--- config.mk ---
export PLATFORM = sky130hd
export DESIGN_NAME = core_sequencer
export DESIGN_NICKNAME = d
export VERILOG_FILES = /design/src/rtl/core_pkg.sv /design/src/rtl/mem_watchdog.sv /design/src/rtl/core_sequencer.sv
export SDC_FILE = /design/constraint.sdc
export NUM_CORES = 1
export LEC_CHECK = 0
export ABC_CLOCK_PERIOD_IN_PS = 2800
export CELL_PAD_IN_SITES_DETAIL_PLACEMENT = 0
export CELL_PAD_IN_SITES_GLOBAL_PLACEMENT = 1
export CORE_MARGIN = 8
export CORE_UTILIZATION = 39
export DETAILED_ROUTE_END_ITERATION = 7
export GPL_ROUTABILITY_DRIVEN = 0
export GPL_TIMING_DRIVEN = 0
export HOLD_SLACK_MARGIN = 0.15
export PLACE_DENSITY_LB_ADDON = 0.08
export SYNTH_ARGS = -nofsm -noshare
export SYNTH_HDL_FRONTEND = slang
export SYNTH_SLANG_ARGS = --single-unit
--- constraint.sdc ---
create_clock -name clk -period 2.8 [get_ports clk]
set_clock_uncertainty 0.05 [all_clocks]
set_input_delay 0.7 -clock clk [delete_from_list [all_inputs] [get_ports clk]]
set_output_delay 0.7 -clock clk [all_outputs]
set_load 0.005 [all_outputs]
--- src/rtl/core_pkg.sv ---
// Shared types, opcode constants and mux encodings for the RV32I multi-cycle core.
package core_pkg;

   typedef enum logic [2:0] {
      ST_FETCH  = 3'd0,
      ST_DECODE = 3'd1,
      ST_EXEC   = 3'd2,
      ST_MEM    = 3'd3,
      ST_WB     = 3'd4,
      ST_TRAP   = 3'd5
   } state_t;

   typedef enum logic [2:0] {
      CLS_NONE   = 3'd0,
      CLS_ALU    = 3'd1,
      CLS_LOAD   = 3'd2,
      CLS_STORE  = 3'd3,
      CLS_BRANCH = 3'd4,
      CLS_JAL    = 3'd5,
      CLS_JALR   = 3'd6
   } class_t;

   localparam logic [6:0] OP_ALU_R  = 7'b0110011;
   localparam logic [6:0] OP_ALU_I  = 7'b0010011;
   localparam logic [6:0] OP_LOAD   = 7'b0000011;
   localparam logic [6:0] OP_STORE  = 7'b0100011;
   localparam logic [6:0] OP_BRANCH = 7'b1100011;
   localparam logic [6:0] OP_JAL    = 7'b1101111;
   localparam logic [6:0] OP_JALR   = 7'b1100111;

   localparam logic [1:0] PC_PLUS4 = 2'b00;
   localparam logic [1:0] PC_IMM   = 2'b01;
   localparam logic [1:0] PC_JALR  = 2'b10;

   localparam logic [1:0] WB_ALU = 2'b00;
   localparam logic [1:0] WB_MEM = 2'b01;
   localparam logic [1:0] WB_PC4 = 2'b10;

   // Maps a decoder opcode to its instruction class; CLS_NONE marks an illegal opcode.
   function automatic class_t decode_class(input logic [6:0] op);
      class_t c;
      case (op)
         OP_ALU_R, OP_ALU_I: c = CLS_ALU;
         OP_LOAD:            c = CLS_LOAD;
         OP_STORE:           c = CLS_STORE;
         OP_BRANCH:          c = CLS_BRANCH;
         OP_JAL:             c = CLS_JAL;
         OP_JALR:            c = CLS_JALR;
         default:            c = CLS_NONE;
      endcase
      return c;
   endfunction

endpackage

--- src/rtl/mem_watchdog.sv ---
// Wait-cycle counter shared by the instruction and data handshakes.
// expire fires on the wait cycle that would bring the count up to TIMEOUT.
module mem_watchdog #(
   parameter int TIMEOUT = 16
) (
   input  logic clk,
   input  logic rst,
   input  logic inc,
   input  logic clr,
   output logic expire
);

   localparam int CW = (TIMEOUT < 2) ? 1 : $clog2(TIMEOUT + 1);

   logic [CW-1:0] count;

   // Count consecutive wait cycles; any non-waiting cycle restarts the count.
   always_ff @(posedge clk or negedge rst) begin
      if (!rst) begin
         count <= '0;
      end else if (clr) begin
         count <= '0;
      end else if (inc) begin
         count <= count + CW'(1);
      end
   end

   // A zero TIMEOUT disables the watchdog entirely.
   always_comb begin
      expire = 1'b0;
      if (TIMEOUT != 0) begin
         expire = inc && (count == CW'(TIMEOUT - 1));
      end
   end

endmodule

--- src/rtl/core_sequencer.sv ---
// Multi-cycle control FSM for the RV32I core: FETCH, DECODE, EXEC, MEM, WB, TRAP.
module core_sequencer
   import core_pkg::*;
#(
   parameter int TIMEOUT = 16,
   parameter int CNT_W   = 32
) (
   input  logic             clk,
   input  logic             rst,
   input  logic [6:0]       opcode,
   input  logic             branch_taken,
   output logic             imem_req,
   input  logic             imem_ready,
   output logic             dmem_req,
   output logic             dmem_we,
   input  logic             dmem_ready,
   output logic             ir_load,
   output logic             alu_en,
   output logic             reg_write,
   output logic [1:0]       wb_src,
   output logic             pc_write,
   output logic [1:0]       pc_src,
   output logic             retire,
   output logic [CNT_W-1:0] instret,
   output logic             halted,
   output logic             illegal_inst,
   output logic             bus_error
);

   state_t state;
   state_t next_state;
   class_t cls;
   class_t dec_cls;
   logic   wd_inc;
   logic   wd_expire;

   assign dec_cls = decode_class(opcode);
   assign wd_inc  = ((state == ST_FETCH) && !imem_ready) ||
                    ((state == ST_MEM)   && !dmem_ready);

   mem_watchdog #(.TIMEOUT(TIMEOUT)) u_watchdog (
      .clk    (clk),
      .rst    (rst),
      .inc    (wd_inc),
      .clr    (!wd_inc),
      .expire (wd_expire)
   );

   // State register.
   always_ff @(posedge clk or negedge rst) begin
      if (!rst) begin
         state <= ST_FETCH;
      end else begin
         state <= next_state;
      end
   end

   // Instruction class is captured once in DECODE and steers EXEC, MEM and WB.
   always_ff @(posedge clk or negedge rst) begin
      if (!rst) begin
         cls <= CLS_NONE;
      end else if (state == ST_DECODE) begin
         cls <= dec_cls;
      end
   end

   // Sticky fault flags and the retired-instruction counter.
   always_ff @(posedge clk or negedge rst) begin
      if (!rst) begin
         illegal_inst <= 1'b0;
         bus_error    <= 1'b0;
         instret      <= '0;
      end else begin
         if ((state == ST_DECODE) && (dec_cls == CLS_NONE)) begin
            illegal_inst <= 1'b1;
         end
         if (wd_expire) begin
            bus_error <= 1'b1;
         end
         if (retire) begin
            instret <= instret + CNT_W'(1);
         end
      end
   end

   // Next state and control strobes; everything is forced low while reset is held.
   always_comb begin
      next_state = state;
      imem_req   = 1'b0;
      dmem_req   = 1'b0;
      dmem_we    = 1'b0;
      ir_load    = 1'b0;
      alu_en     = 1'b0;
      reg_write  = 1'b0;
      wb_src     = WB_ALU;
      pc_write   = 1'b0;
      pc_src     = PC_PLUS4;
      retire     = 1'b0;
      halted     = 1'b0;
      if (rst) begin
         case (state)
            ST_FETCH: begin
               imem_req = 1'b1;
               if (imem_ready) begin
                  ir_load    = 1'b1;
                  next_state = ST_DECODE;
               end else if (wd_expire) begin
                  next_state = ST_TRAP;
               end
            end
            ST_DECODE: begin
               next_state = (dec_cls == CLS_NONE) ? ST_TRAP : ST_EXEC;
            end
            ST_EXEC: begin
               alu_en = 1'b1;
               case (cls)
                  CLS_ALU, CLS_JAL, CLS_JALR: next_state = ST_WB;
                  CLS_LOAD, CLS_STORE:        next_state = ST_MEM;
                  CLS_BRANCH: begin
                     pc_write   = 1'b1;
                     pc_src     = branch_taken ? PC_IMM : PC_PLUS4;
                     retire     = 1'b1;
                     next_state = ST_FETCH;
                  end
                  default:                    next_state = ST_TRAP;
               endcase
            end
            ST_MEM: begin
               dmem_req = 1'b1;
               dmem_we  = (cls == CLS_STORE);
               if (dmem_ready) begin
                  if (cls == CLS_STORE) begin
                     pc_write   = 1'b1;
                     retire     = 1'b1;
                     next_state = ST_FETCH;
                  end else begin
                     next_state = ST_WB;
                  end
               end else if (wd_expire) begin
                  next_state = ST_TRAP;
               end
            end
            ST_WB: begin
               reg_write  = 1'b1;
               pc_write   = 1'b1;
               retire     = 1'b1;
               next_state = ST_FETCH;
               case (cls)
                  CLS_LOAD: wb_src = WB_MEM;
                  CLS_JAL: begin
                     wb_src = WB_PC4;
                     pc_src = PC_IMM;
                  end
                  CLS_JALR: begin
                     wb_src = WB_PC4;
                     pc_src = PC_JALR;
                  end
                  default:  wb_src = WB_ALU;
               endcase
            end
            ST_TRAP: begin
               halted = 1'b1;
            end
            default: begin
               next_state = ST_TRAP;
            end
         endcase
      end
   end

endmodule
==> results of run 1 <==
[registers in the layout, summed over array words and instances (netlist names)]
name / count
instret: 32
u_watchdog.count: 5
cls: 3
state: 3
bus_error: 1
illegal_inst: 1
[power by group]
part / leakage [nW] / internal [mW] / switching [mW]
clock network: 0.0540 / 0.260 / 0.220
registers: 0.587 / 0.707 / 0.0689
logic: 0.948 / 0.263 / 0.249
[worst max path at each step]
stage                     startpoint  slack (ns)        to
after global routing        state[1]        0.02    alu_en
after CTS                        rst       0.001   ir_load
after global placement           rst       -3.09    retire
final                       state[2]        0.08  pc_write
after detailed placement         rst       -1.25    retire
after floorplan                  rst        0.09    retire
[stage by stage]
stage / total power [mW] / cell area, um2
floorplan: 1.01 / 2630
global placement: 1.22 / 3310
detailed placement: 1.22 / 3320
CTS: 1.78 / 3600
global route: 1.87 / 3670
finish: 1.77 / 3670
[metal layers]
layer / vias up / GRT usage, % / part of all wire, %
met4: 0 / 4.80 / 1.1
met1: 1064 / 16.6 / 47
li1: 1090 / - / -
met3: 7 / 3.98 / 4.3
met2: 46 / 23.4 / 48
met5: - / 0 / 0
[cell usage after synthesis (6+ instances only)]
cell and count:
dfrtp_1 45, xor2_1 29, nand2_1 18, a211oi_1 17, nand3_1 14, clkbuf_1 11, inv_1 11, nor2_1 11
a2111oi_2 8, nor3_1 7, and4_1 6, nand4_1 6, o21ai_0 6
[cell type report]
type                    instances  area [um2]  share of cell area [%]
inverters                      11        41.3                    1.13
flip-flops and latches         45        1130                    30.8
multi-input cells             182        1430                    39.0
clock buffers                   5        68.8                    1.88
repair buffers                 74         786                    21.4
well taps                      80         100                    2.73
plain buffers                  15        78.8                    2.15
clock inverters                 2        35.0                   0.956
[timing repair]
item | CTS | global route
pin swaps | 5 | 2
setup buffers | 10 | 1
gates resized for setup | 23 | 5
hold buffers | 0 | 2
gates cloned | 1 | 1
hold endpoints to repair | 0 | 21
endpoints found under the setup margin | 14 | 7
[worst max-delay path: cells and delay by family, from the launching register on]
kind	cells	cell delay (ns)
AND/OR/NAND/NOR	3	1.04
flip-flops	1	0.41
buffers and inverters	1	0.23
[logic make-up (layout without fill, tap and decap cells)]
logic type	count (synthesis)	after routing	share of synthesized area, %
xor+xnor	34	34	11.3
fa+ha+maj	3	3	1.43
mux	1	1	0.429
simple gates	90	90	19.2
buf+inv	28	107	4.53
compound gates	54	54	20.2
flops	45	45	42.9
==> results.txt, run 1 <==
Ys Warns - 0
Final worst slack - 0.0807 ns
PortBufs - 58
Layout cells sized above 1 - 15.9%
Initial antenna violation count - 0
Pwr per Cell Area - 482 nW/um2
Final Hold Vio Count - 0
Final cell utilization of the core - 55.2%
R2R Setup Slk - 0.32 ns
EDFF count, synth - 0
Status - completed
Final Slew Violations - 0
Worst Path Required - 2.05 ns
R2R cell count - 6
Hold WC Path Type - input pin to async pin
Lkg Pwr - 1.59 nW
Slew headroom - 44.4%
Pre-antenna DRT Iters - 4
Die height - 98.1 um
Fillers - 631
FF+latch count, synth - 45
Clock Sinks - 45
Largest net degree at the start of global routing - 24
Critical path launch point type - flop
Post-Syn Area - 2630 um2
Drt initial violations - 50
Worst skew pair latency - 0.30 ns
Ordered cell list for the critical path - or3b_4 -> or4b_4 -> nand2_4 -> dlygate4sd2_1
Yosys cell types - 47
Leading area contributor after synthesis - dfrtp_1
Post-Route WL - 6750 um
CTS tree - built
Seq/Total Area, Yosys - 42.9%
CTS Buffer Depth - 2
DRC Markers - 0
Max Fclk - 0.368 GHz
Main synth FF type - dfrtp_1
I/O pin cnt - 59
RSZ-0062 raised after global routing - false
Worst-path clk slew - 0.09 ns
First-pass GRT wire length - 11100 um
Avg Cell Area, Syn - 10.3 um2
Area growth from synthesis to layout - 39.6%
Minimum clock period - 2.72 ns
Top cell type's share of synthesized area - 42.9%
Placed cell count - 394
Final Setup Violations - 0
WP data arrival - 1.97 ns
Mapped Nets - 270
Syn Inst Count - 255
Number of global-route vias before repair - 2281
Drt via density - 5.33
Setup WS pre-CTS - -1.25 ns
Crit share post-route - 97.1%
Max-Cap Viols - 0
Die W - 98.1 um
Max rail drop VDD - 0.198 mV
H-tree levels - 2
Die ar. - 9620 um2
Routed Antenna Nets - 0
Non-filler cells, final - 414
Crit path kind - flop to output pin
Core footprint - 6640 um2
# nets final - 349
Diodes inserted - 0
Final setup TNS - 0 ns
Measured slew at the worst slew-check pin - 0.834 ns
Crit end category - output pin
Core Rows - 30
Num CTS Buffers - 5
Highest-delay cell along the critical path - or4b_4
Initial core utilization - 39.5%
Commonest cells after routing, fill and taps aside - clkdlybuf4s50_1 (52), dfrtp_1 (44), xor2_1 (29)
Hpwl dp - 4560 um
Most common cell after layout, fill and taps aside - clkdlybuf4s50_1
Max stage delay on crit path - 0.53 ns
R2r startpoint - state[2]
Via count - 2207
Worst Path Max Fanout - 4
GRT Overall Usage - 14.0%
WHS - 0.358 ns
Final global-route overflow total - 0
Synth async-reset ratio - 100%
Synth area leaders - dfrtp_1 (43%), xor2_1 (9.7%), a211oi_1 (4.9%), a2111oi_2 (4.6%), a2111oi_4 (4.2%)
Detail-routed net length per standard cell - 16.3 um
Reg2reg end - instret[29]
Root Buffer - clkbuf_8
Note: power is estimated with default switching activity, not from simulation.
==> inputs of run 2 (changes only) <==
Settings changed: ABC_CLOCK_PERIOD_IN_PS 2800 to 3000.
Clock period 2.8 ns to 3 ns, I/O delays scaled along.
==> run 2 against run 1 <==
  * Sequential share of layout area rose by 0.32 points
  * Combinational power down 8.2%
  * Register-to-register slack gained 0.20 ns
  * Critical path depth is 4 higher
  * Routed wire length shrank 1.3%
  * Critical path type is now input pin to output pin
  * Largest power group unchanged
==> results.txt, run 2 (same netlist as run 1, synthesis figures left out) <==
Status - completed
Reg2reg end - instret[29]
H-tree levels - 2 (unchanged)
Die W - 98.1 um (unchanged)
CTS tree - built
Drt initial violations - 50 (unchanged)
RSZ-0062 raised after global routing - false
CTS Buffer Depth - 2 (unchanged)
Cell family with most CP delay - buffers and inverters
First-pass GRT wire length - 11200 um (+0.62%)
Commonest cells after routing, fill and taps aside - clkdlybuf4s50_1 (54), dfrtp_1 (44), xor2_1 (29)
Crit share post-route - 97.3%
Worst-path clk slew - 0.09 ns (about the same)
Final global-route overflow total - 0 (unchanged)
Pre-antenna DRT Iters - 4 (unchanged)
Biggest register - instret
Initial core utilization - 39.5% (unchanged)
Root Buffer - clkbuf_8
Area growth from synthesis to layout - 38.2%
Max Fclk - 0.343 GHz
Detail-routed net length per standard cell - 16.2 um (-0.57%)
I/O pin cnt - 59 (unchanged)
Pwr per Cell Area - 452 nW/um2 (-6.3%)
Lkg Pwr - 1.53 nW (-3.7%)
Biggest regs - instret: 32 flops, u_watchdog.count: 5 flops
Initial antenna violation count - 0 (unchanged)
Non-filler cells, final - 411 (-0.72%)
Die height - 98.1 um (unchanged)
Number of global-route vias before repair - 2279 (-0.088%)
Hold WC Path Type - input pin to async pin
Max stage delay on crit path - 0.25 ns (-0.28 ns)
Max rail drop VDD - 0.184 mV (-7.0%)
WP data arrival - 2.12 ns (+0.15 ns)
Max FFs per register - 32 (unchanged)
Final Setup Violations - 0 (unchanged)
Placed cell count - 394 (unchanged)
Fillers - 628 (-0.48%)
Core Rows - 30 (unchanged)
Diodes inserted - 0 (unchanged)
Highest-delay cell along the critical path - dlygate4sd2_1
Post-Route WL - 6660 um (-1.3%)
Net Sw Frac - 30.5% (+0.095 points)
Worst Path Max Fanout - 12 (+8)
R2R Setup Slk - 0.52 ns (+0.20 ns)
Max-Cap Viols - 0 (unchanged)
Most common cell after layout, fill and taps aside - clkdlybuf4s50_1
R2R cell count - 6 (unchanged)
DRC Markers - 0 (unchanged)
Die ar. - 9620 um2 (unchanged)
Crit path buffers/inverters - 5 (+4)
# nets final - 346 (-0.86%)
P_int - 1.14 mW (-7.4%)
Hpwl dp - 4560 um (unchanged)
WP depth - 8 (+4)
Worst Path Required - 2.20 ns (+0.15 ns)
Final cell utilization of the core - 54.6% (-0.56 points)
Measured slew at the worst slew-check pin - 0.832 ns (-0.00190 ns)
Power Total - 1.64 mW (-7.2%)
Hold-fix buffers at CTS - 0 (unchanged)
Slew headroom - 44.5% (+0.13 points)
PortBufs - 58 (unchanged)
Sequential cell area - 1130 um2 (unchanged)
Final setup TNS - 0 ns (unchanged)
R2r startpoint - state[2]
Core footprint - 6640 um2 (unchanged)
Final Hold Vio Count - 0 (unchanged)
Routed Antenna Nets - 0 (unchanged)
Crit end category - output pin
Clock Sinks - 45 (unchanged)
Final Slew Violations - 0 (unchanged)
Worst skew pair latency - 0.30 ns (about the same)
Critical path launch point type - input pin
Via count - 2196 (-0.50%)
Most frequent CP cell - buf_16
Net Switching - 501 uW (-7.0%)
Drt via density - 5.34 (+0.23%)
Num CTS Buffers - 5 (unchanged)
Largest net degree at the start of global routing - 17 (-29%)
Layout cells sized above 1 - 14.5% (-1.4 points)
Footprint of the multi-input gates - 1420 um2 (-0.70%)
Clock Power Share - 27.4% (+0.3 points)
Crit path kind - input pin to output pin
Minimum clock period - 2.92 ns
GRT Overall Usage - 14.1% (+0.15 points)
Ordered cell list for the critical path - buf_16 -> buf_16 -> and4b_2 -> a41oi_4 -> clkbuf_8 -> nand2_4 -> buf_4 -> dlygate4sd2_1
Sequential Power Share - 43.9% (about the same)
Logic pwr share - 28.6% (-0.4 points)
-- run 2: cell count changes in the layout (fill, tap and decap cells not counted) --
cell             delta
nor2b_1             +1
dlygate4sd2_1       +1
dlymetal6s2s_1      -2
clkbuf_1            +1
dlygate4sd3_1       -2
bufbuf_16           +1
clkdlybuf4s50_1     +2
nand2b_4            -1
nor2b_2             -1
nand2b_1            +1
clkbuf_16           -1
buf_4               -3
-- run 2: final cells by class --
cell class                 count  share of cell area, %
timing repair buffer          70                   20.8
multi-input combinational    182                   39.1
sequential                    45                   31.1
tap                           80                   2.76
clock buffer                   5                   1.90
inverter                      11                   1.14
clock inverter                 2                  0.966
buffer                        16                   2.28
-- run 2: metrics by stage --
stage	instance area, um2	setup slack, ns	hold slack (ns)
final	3630	0.0814	0.187
after global routing	3630	0.0177	0.172
after CTS	3620	0.0247	0.181
after detailed placement	3320	-1.15	0.406
after global placement	3310	-2.99	0.400
after floorplan	2630	0.195	0.383
-- run 2: power groups by stage --
stage / combinational [mW] / clock (mW) / sequential, mW
2_1_floorplan: 0.214 / 0 / 0.731
3_3_place_gp: 0.395 / 0 / 0.742
3_5_place_dp: 0.398 / 0 / 0.743
4_1_cts: 0.473 / 0.464 / 0.720
5_1_grt: 0.514 / 0.484 / 0.733
6_report: 0.470 / 0.450 / 0.721
-- run 2: routing by layer --
| layer | wire length (um) | track usage (%) | up-vias |
|---|---|---|---|
| met1 | 3050 | 16.8 | 1057 |
| met3 | 275 | 3.91 | 6 |
| met2 | 3270 | 24.0 | 45 |
| met4 | 65 | 4.32 | 0 |
| met5 | 0 | 0 | - |
| li1 | - | - | 1088 |
-- run 2: worst max path at each step --
stage	from	endpoint	slack, ns
floorplan	rst	retire	0.19
global placement	rst	retire	-2.99
detailed placement	rst	retire	-1.15
CTS	rst	pc_src[0]	0.02
global route	rst	pc_src[0]	0.02
finish	rst	retire	0.08
-- run 2: worst register-to-register path, stage by stage, from the launching register on --
cell and delay (ns):
dfrtp_2 0.41, or3b_4 0.42, or4b_4 0.53, buf_4 0.22, buf_6 0.17, a2111oi_2 0.41, xor2_1 0.19
-- run 2: what timing repair did --
item                                    in CTS  in global routing
cloned                                       2                  0
endpoints found under the setup margin      13                  2
resized for setup                           20                  2
pin swaps                                    4                  0
setup buffers                                9                  0
